==> src/rtl/mode2_pkg.sv <==
// Shared types and defaults for LED display mode 2 (progressive fill, then drain).
package mode2_pkg;

   typedef enum logic {
      FILL  = 1'b0,
      DRAIN = 1'b1
   } state_t;

   localparam int LED_WIDTH    = 8;
   localparam int STEP_DIV_DEF = 1;

   // Prescaler counter width; a divide-by-1 still needs one bit to declare.
   function automatic int cnt_width(input int div);
      return (div > 1) ? $clog2(div) : 1;
   endfunction

endpackage

==> src/rtl/mode2_step_tick.sv <==
// Step prescaler: emits one tick every STEP_DIV enabled cycles; en=0 freezes the count.
module mode2_step_tick
   import mode2_pkg::*;
#(
   parameter int STEP_DIV = STEP_DIV_DEF
) (
   input  logic clk,
   input  logic reset,
   input  logic en,
   output logic tick
);

   localparam int            CW   = cnt_width(STEP_DIV);
   localparam logic [CW-1:0] LAST = CW'(STEP_DIV - 1);

   logic [CW-1:0] cnt;

   assign tick = en && (cnt == LAST);

   always_ff @(posedge clk or negedge reset) begin
      if (!reset) begin
         cnt <= '0;
      end else if (en) begin
         cnt <= tick ? '0 : cnt + 1'b1;
      end
   end

endmodule

==> src/rtl/mode2_ledsangdan_tatdan.sv <==
// LED mode 2: fill LEDs one per step until all on, then clear them in the same order.
// Optional 1-clk done pulse per full cycle when MODE2_DONE_PULSE_EN is defined.
//
// state | meaning
// FILL  | each tick shifts a 1 in; moves to DRAIN when OUT becomes all-ones
// DRAIN | each tick shifts a 0 in; moves to FILL when OUT becomes zero
module mode2_ledsangdan_tatdan
   import mode2_pkg::*;
#(
   parameter int WIDTH     = LED_WIDTH,
   parameter int STEP_DIV  = STEP_DIV_DEF,
   parameter int MSB_FIRST = 0
) (
   input  logic             clk,
   input  logic             reset,
   input  logic             en,
`ifdef MODE2_DONE_PULSE_EN
   output logic             done,
`endif
   output logic [WIDTH-1:0] OUT
);

   state_t           state_q;
   state_t           state_nxt;
   logic [WIDTH-1:0] out_nxt;
   logic [WIDTH-1:0] shifted;
   logic             fill_bit;
   logic             tick;

   mode2_step_tick #(
      .STEP_DIV (STEP_DIV)
   ) u_step_tick (
      .clk   (clk),
      .reset (reset),
      .en    (en),
      .tick  (tick)
   );

   always_ff @(posedge clk or negedge reset) begin
      if (!reset) begin
         state_q <= FILL;
         OUT     <= '0;
      end else begin
         state_q <= state_nxt;
         OUT     <= out_nxt;
      end
   end

   always_comb begin
      state_nxt = state_q;
      case (state_q)
         FILL:    if (tick && (&out_nxt))       state_nxt = DRAIN;
         DRAIN:   if (tick && (out_nxt == '0)) state_nxt = FILL;
         default:                               state_nxt = FILL;
      endcase
   end

   // Shift direction is fixed by MSB_FIRST; the inserted bit is 1 while filling.
   always_comb begin
      fill_bit = (state_q == FILL);
      shifted  = (MSB_FIRST != 0) ? {fill_bit, OUT[WIDTH-1:1]}
                                  : {OUT[WIDTH-2:0], fill_bit};
      out_nxt  = OUT;
      case (state_q)
         FILL, DRAIN: if (tick) out_nxt = shifted;
         default:               out_nxt = '0;
      endcase
   end

`ifdef MODE2_DONE_PULSE_EN
   logic done_nxt;

   assign done_nxt = tick && (state_q == DRAIN) && (out_nxt == '0);

   always_ff @(posedge clk or negedge reset) begin
      if (!reset) begin
         done <= 1'b0;
      end else begin
         done <= done_nxt;
      end
   end
`endif

endmodule

==> config.mk <==
export PLATFORM = sky130hd
export DESIGN_NAME = mode2_ledsangdan_tatdan
export DESIGN_NICKNAME = d
export VERILOG_FILES = /design/src/rtl/mode2_pkg.sv /design/src/rtl/mode2_step_tick.sv /design/src/rtl/mode2_ledsangdan_tatdan.sv
export SDC_FILE = /design/constraint.sdc
export NUM_CORES = 1
export LEC_CHECK = 0
export CAP_MARGIN = 20
export CORE_AREA = 5 5 42 44
export CTS_BUF_LIST = sky130_fd_sc_hd__clkbuf_4 sky130_fd_sc_hd__clkbuf_8
export CTS_CLUSTER_DIAMETER = 50
export DETAILED_ROUTE_END_ITERATION = 6
export DIE_AREA = 0 0 47 49
export PLACE_DENSITY_LB_ADDON = 0.05
export SLEW_MARGIN = 0
export SYNTH_ARGS = -nofsm -noshare
export SYNTH_HDL_FRONTEND = slang
export SYNTH_SLANG_ARGS = --single-unit
==> constraint.sdc <==
create_clock -name clk -period 1.3 [get_ports clk]
set_clock_uncertainty 0.05 [all_clocks]
set_input_delay 0.26 -clock clk [delete_from_list [all_inputs] [get_ports clk]]
set_output_delay 0.26 -clock clk [all_outputs]
set_load 0.005 [all_outputs]
==> results of run 1 <==
[timing repair]
item | in CTS | in global routing
setup buffers | 4 | 5
cloned | 0 | 0
pin swaps | 2 | 2
hold endpoints to repair | 0 | 0
resized for setup | 15 | 12
setup endpoints to repair | 9 | 4
[worst max-delay path: stages, from the launching register on]
cell	delay [ns]
dfrtp_1	0.39
or4_4	0.55
o31ai_4	0.19
o31ai_1	0.10
[kinds of logic (layout without fill, tap and decap cells)]
logic type	count (synthesis)	in the layout
buffers and inverters	1	27
and+or+nand+nor	7	7
DFF	10	10
muxes	7	7
AOI/OAI and AO/OA	3	3
[metal layers]
layer	share of wire (%)	GRT usage (%)
met1	43	14.0
met2	50	11.8
met3	6.3	2.58
met4	0.52	6.91
met5	0	0
[report_power, final]
part	switching, mW	leakage [nW]	internal [mW]
clock network	0.102	0.0138	0.107
logic	0.245	0.166	0.492
registers	0.0894	0.118	0.438
[flip-flops by register name, summed over array words and instances (netlist names)]
register         cells
OUT                  8
state_q              1
u_step_tick.cnt      1
[final cells by class]
type,count,area (um2)
clock buffer,3,22.5
fill,142,734
multi-input combinational,17,166
sequential,10,250
tap,16,20.0
timing repair buffer,24,208
[worst max-delay path by stage]
stage | startpoint | end | slack (ns) | cells after the start
2_1_floorplan | OUT[6] | state_q | -0.06 | 3
3_3_place_gp | en | state_q | -0.17 | 5
3_5_place_dp | en | state_q | -0.22 | 5
4_1_cts | OUT[6] | state_q | -0.20 | 4
5_1_grt | OUT[2] | state_q | -0.14 | 3
6_report | OUT[2] | state_q | -0.11 | 3
[metrics by stage]
stage,utilization [%],setup WS [ns],hold slack (ns),power [mW]
floorplan,-,-0.0621,-0.0856,0.698
global placement,39.9,-0.170,0.414,1.06
detailed placement,39.9,-0.217,0.422,1.07
CTS,43.9,-0.197,0.286,1.33
global route,47.6,-0.137,0.311,1.59
finish,47.6,-0.109,0.267,1.47
[Yosys cell counts]
master	number
o21ai_0	1
or3_1	1
or4_1	1
buf_2	1
mux2_2	7
nand4b_1	1
nand4_1	1
nand2_1	1
dfrtp_1	10
nor2b_1	1
o31ai_1	2
nand2b_1	1
==> impl_metrics.ini, run 1 <==
[outcome]
status = finished with violations
violations = negative setup slack

[yosys]
synth-xor-area-share_pct = 0
syn_avg_cell_area_um2 = 14.3
synth_compound_area_share_pct = 5.02
ys_types = 12
synthMuxAreaShare_pct = 19.7
synth_top_area_cell = dfrtp_1
synth_area_leaders = dfrtp_1, mux2_2, o31ai_1
ys_ff_latch = 10
synth_area_um2 = 399
post_synth_fa_ha_maj_area_fraction_pct = 0
synth_nets = 31
synth_warnings = 0
yosys.area_share.simple_pct = 11.3
synth_top_family_by_area = multiplexers
synth_top_area_share_pct = 62.7
ys_seq_area_share_pct = 62.7
synthCells = 28

[critical_path]
r2r-start = OUT[2]
end_kind = flip-flop
r2r_cells = 3
required_ns = 1.38
cp_data_arrival_time_ns = 1.49
path_max_fanout = 2
critical_path_class = reg -> reg
r2r_end = state_q
start_kind = flip-flop
regToRegSetupSlack_ns = -0.11

[cts]
cts_tree = done
clockBufferDepth = 2
cts-htree-levels = 1
cts_hold_buf = 0
cts-root-buf = clkbuf_4
insertion_delay_ns = 0.26
clock-sinks = 10
cts_buffers = 3
clkTransAtPathRegs_ns = 0.07

[die]
dieHeight_um = 49
io-pin-count = 11
row_count = 14
fp.dieW_um = 47
die_area_mm2 = 0.00230
core_mm2 = 0.00140
initial_core_util_pct = 28.5

[timing]
hold_viol = 0
worst_pin_slew_ns = 0.466
final.setup.tns_ns = -0.109
finalCritPeriodShare_pct = 108
setup_viol = 1
setup_ws_ns = -0.109
rsz0062_at_grt = true
drv_slew = 0
fmax_ghz = 0.710
final.min_clock_period_ns = 1.41
slew_headroom_pct = 68.8

[layout]
final_area_um2 = 667
area_delta_synth_final_pct = 67.1
final_cell_mix = dfrtp_1, buf_4, mux2_2
fin_nets = 59
diodes = 0
instances_no_fill = 70
drive_gt1_share_pct = 57.4

[grt]
grt_remaining_overflow = 0
antenna_found_initial = 0
grt_max_degree = 11
grt_usage_pct = 9.67
grt_pass1_wl_mm = 1.57
grt_pass1_vias = 333

[hold_path]
hold_class = in -> async

[place]
portBuffers = 10
placed_area_um2 = 559
place_hpwl_um = 594
gp_congestion = 0.632
place_inst = 59

[drt]
ant_nets = 0
drt-initial-drc-count = 2
viasPerCell = 4.63
routed_wl_um = 969
vias = 324
first_pass_iters = 4
drcViolationCount = 0
post_drt_wl_per_cell_um = 13.8

[pwr]
p_leak_nw = 0.298
ir_drop_uv = 759
power_density_mw_per_mm2 = 2210

[run]
maxCapViolations = 0
Note: power is estimated with default switching activity, not from simulation.
==> run 2, diff against run 1 <==
Settings changed: RECOVER_POWER set to 50.
==> run 2 against run 1 <==
  * First-iteration DRC count unchanged
  * Largest cell class unchanged
  * Highest routed layer unchanged
  * Critical endpoint unchanged
  * Final area unchanged
  * The flow still finishes with violations (negative setup slack)
  * Largest power group unchanged
  * Maximum frequency is the same
==> impl_metrics.ini, run 2 (synthesized netlist as in run 1, its figures left out) <==
[layout]
largest_register = OUT
area_delta_synth_final_pct = 67.1
final_util_pct = 47.6
drive_gt1_share_pct = 57.4
diodes = 0
final_area_um2 = 667
fin_nets = 59
final_cell_mix = dfrtp_1, buf_4, mux2_2
nFillCells = 142
largest_reg_flops = 8
top_regs = OUT: 8 flops, state_q: 1 flops, u_step_tick.cnt: 1 flops
instances_no_fill = 70

[timing]
setup_ws_ns = -0.109
setup_viol = 4
worst_pin_slew_ns = 0.471
finalCritPeriodShare_pct = 108
slew_headroom_pct = 68.5
hold_viol = 0
drv_slew = 0
rsz0062_at_grt = true
final.min_clock_period_ns = 1.41
fmax_ghz = 0.710

[critical_path]
startpoint = OUT[2]
critical_path_class = reg -> reg
start_kind = flip-flop
required_ns = 1.38
r2r-start = OUT[2]
path_max_fanout = 2
end_kind = flip-flop
cp_data_arrival_time_ns = 1.49

[die]
core_mm2 = 0.00140
fp.dieW_um = 47
io-pin-count = 11
dieHeight_um = 49
row_count = 14
die_area_mm2 = 0.00230
initial_core_util_pct = 28.5

[place]
gp_congestion = 0.632
place_inst = 59
portBuffers = 10
place_hpwl_um = 594
placed_area_um2 = 559
place_ws_ns = -0.217

[grt]
grt_pass1_wl_mm = 1.57
grt_max_degree = 11
antenna_found_initial = 0
grt_usage_pct = 9.67
grt_remaining_overflow = 0
grt_pass1_vias = 333

[drt]
post_drt_wl_per_cell_um = 13.8
drcViolationCount = 0
drt-initial-drc-count = 2
ant_nets = 0
vias = 324
routed_wl_um = 967
viasPerCell = 4.63
first_pass_iters = 4

[pwr]
seqPwrFrac_pct = 35.8
total_power_mw = 1.47
power_density_mw_per_mm2 = 2210
ir_drop_uv = 759
power_frac_clock_pct = 14.2
p_leak_nw = 0.299
p_int_mw = 1.04
switchingPower_mw = 0.436
swShare_pct = 29.6
comb_power_share_pct = 50.0

[cts]
cts-root-buf = clkbuf_4
insertion_delay_ns = 0.26
cts_buffers = 3
cts_tree = done
cts-htree-levels = 1
clock-sinks = 10
clkTransAtPathRegs_ns = 0.07
clockBufferDepth = 2

[hold_path]
hold_class = in -> async

[run]
maxCapViolations = 0

[outcome]
violations = negative setup slack
status = finished with violations
## run 2: cell types whose count changed in the layout (fill, tap and decap cells not counted)
cell,delta
dlygate4sd3_1,+2
clkdlybuf4s50_1,-2
## run 2: repair_timing
item,in CTS,in global routing
pin swaps,2,2
setup endpoints to repair,9,4
buffers inserted,4,5
hold buffers,0,0
gates resized for setup,15,12
## run 2: worst paths after layout
check / slack, ns / depth (start not counted) / endpoint
worst max-delay path: -0.11 / 3 / state_q
worst min-delay path: 0.34 / 1 / OUT[0]
worst max register to register: -0.11 / 3 / state_q
worst min register to register: 0.45 / 1 / u_step_tick.cnt
max in group asynchronous: 0.54 / 1 / u_step_tick.cnt
min in group clk: 0.45 / 1 / u_step_tick.cnt
## run 2: layout make-up
cell class | count | area, um2 | share of cell area (%)
flip-flops and latches | 10 | 250 | 37.5
repair buffers | 24 | 208 | 31.1
multi-input cells | 17 | 166 | 25.0
clock buffers | 3 | 22.5 | 3.38
well taps | 16 | 20.0 | 3.00
## run 2: worst max-delay path, cell delays in order, from the launching register on
cell,delay (ns)
dfrtp_1,0.39
or4_4,0.55
o31ai_4,0.19
o31ai_1,0.10
## run 2: metrics by stage
stage          hold WS (ns)  setup TNS [ns]
6_report              0.337          -0.162
5_1_grt               0.381          -0.388
4_1_cts               0.286          -0.209
3_5_place_dp          0.422           -1.11
3_3_place_gp          0.414          -0.961
2_1_floorplan       -0.0856         -0.0621
## run 2: per-layer routing
layer / vias up / routed length [um] / GRT usage [%]
met5: - / 0 / 0
li1: 157 / - / -
met4: 0 / 5 / 6.91
met3: 2 / 60 / 2.58
met1: 153 / 418 / 14.0
met2: 12 / 483 / 11.8
## run 2: power groups by stage
stage	Clock (mW)	Sequential [mW]	Combinational [mW]
after detailed placement	0	0.542	0.523
after global placement	0	0.535	0.522
final	0.209	0.527	0.735
after CTS	0.221	0.507	0.598
after floorplan	0	0.555	0.142
after global routing	0.231	0.546	0.809
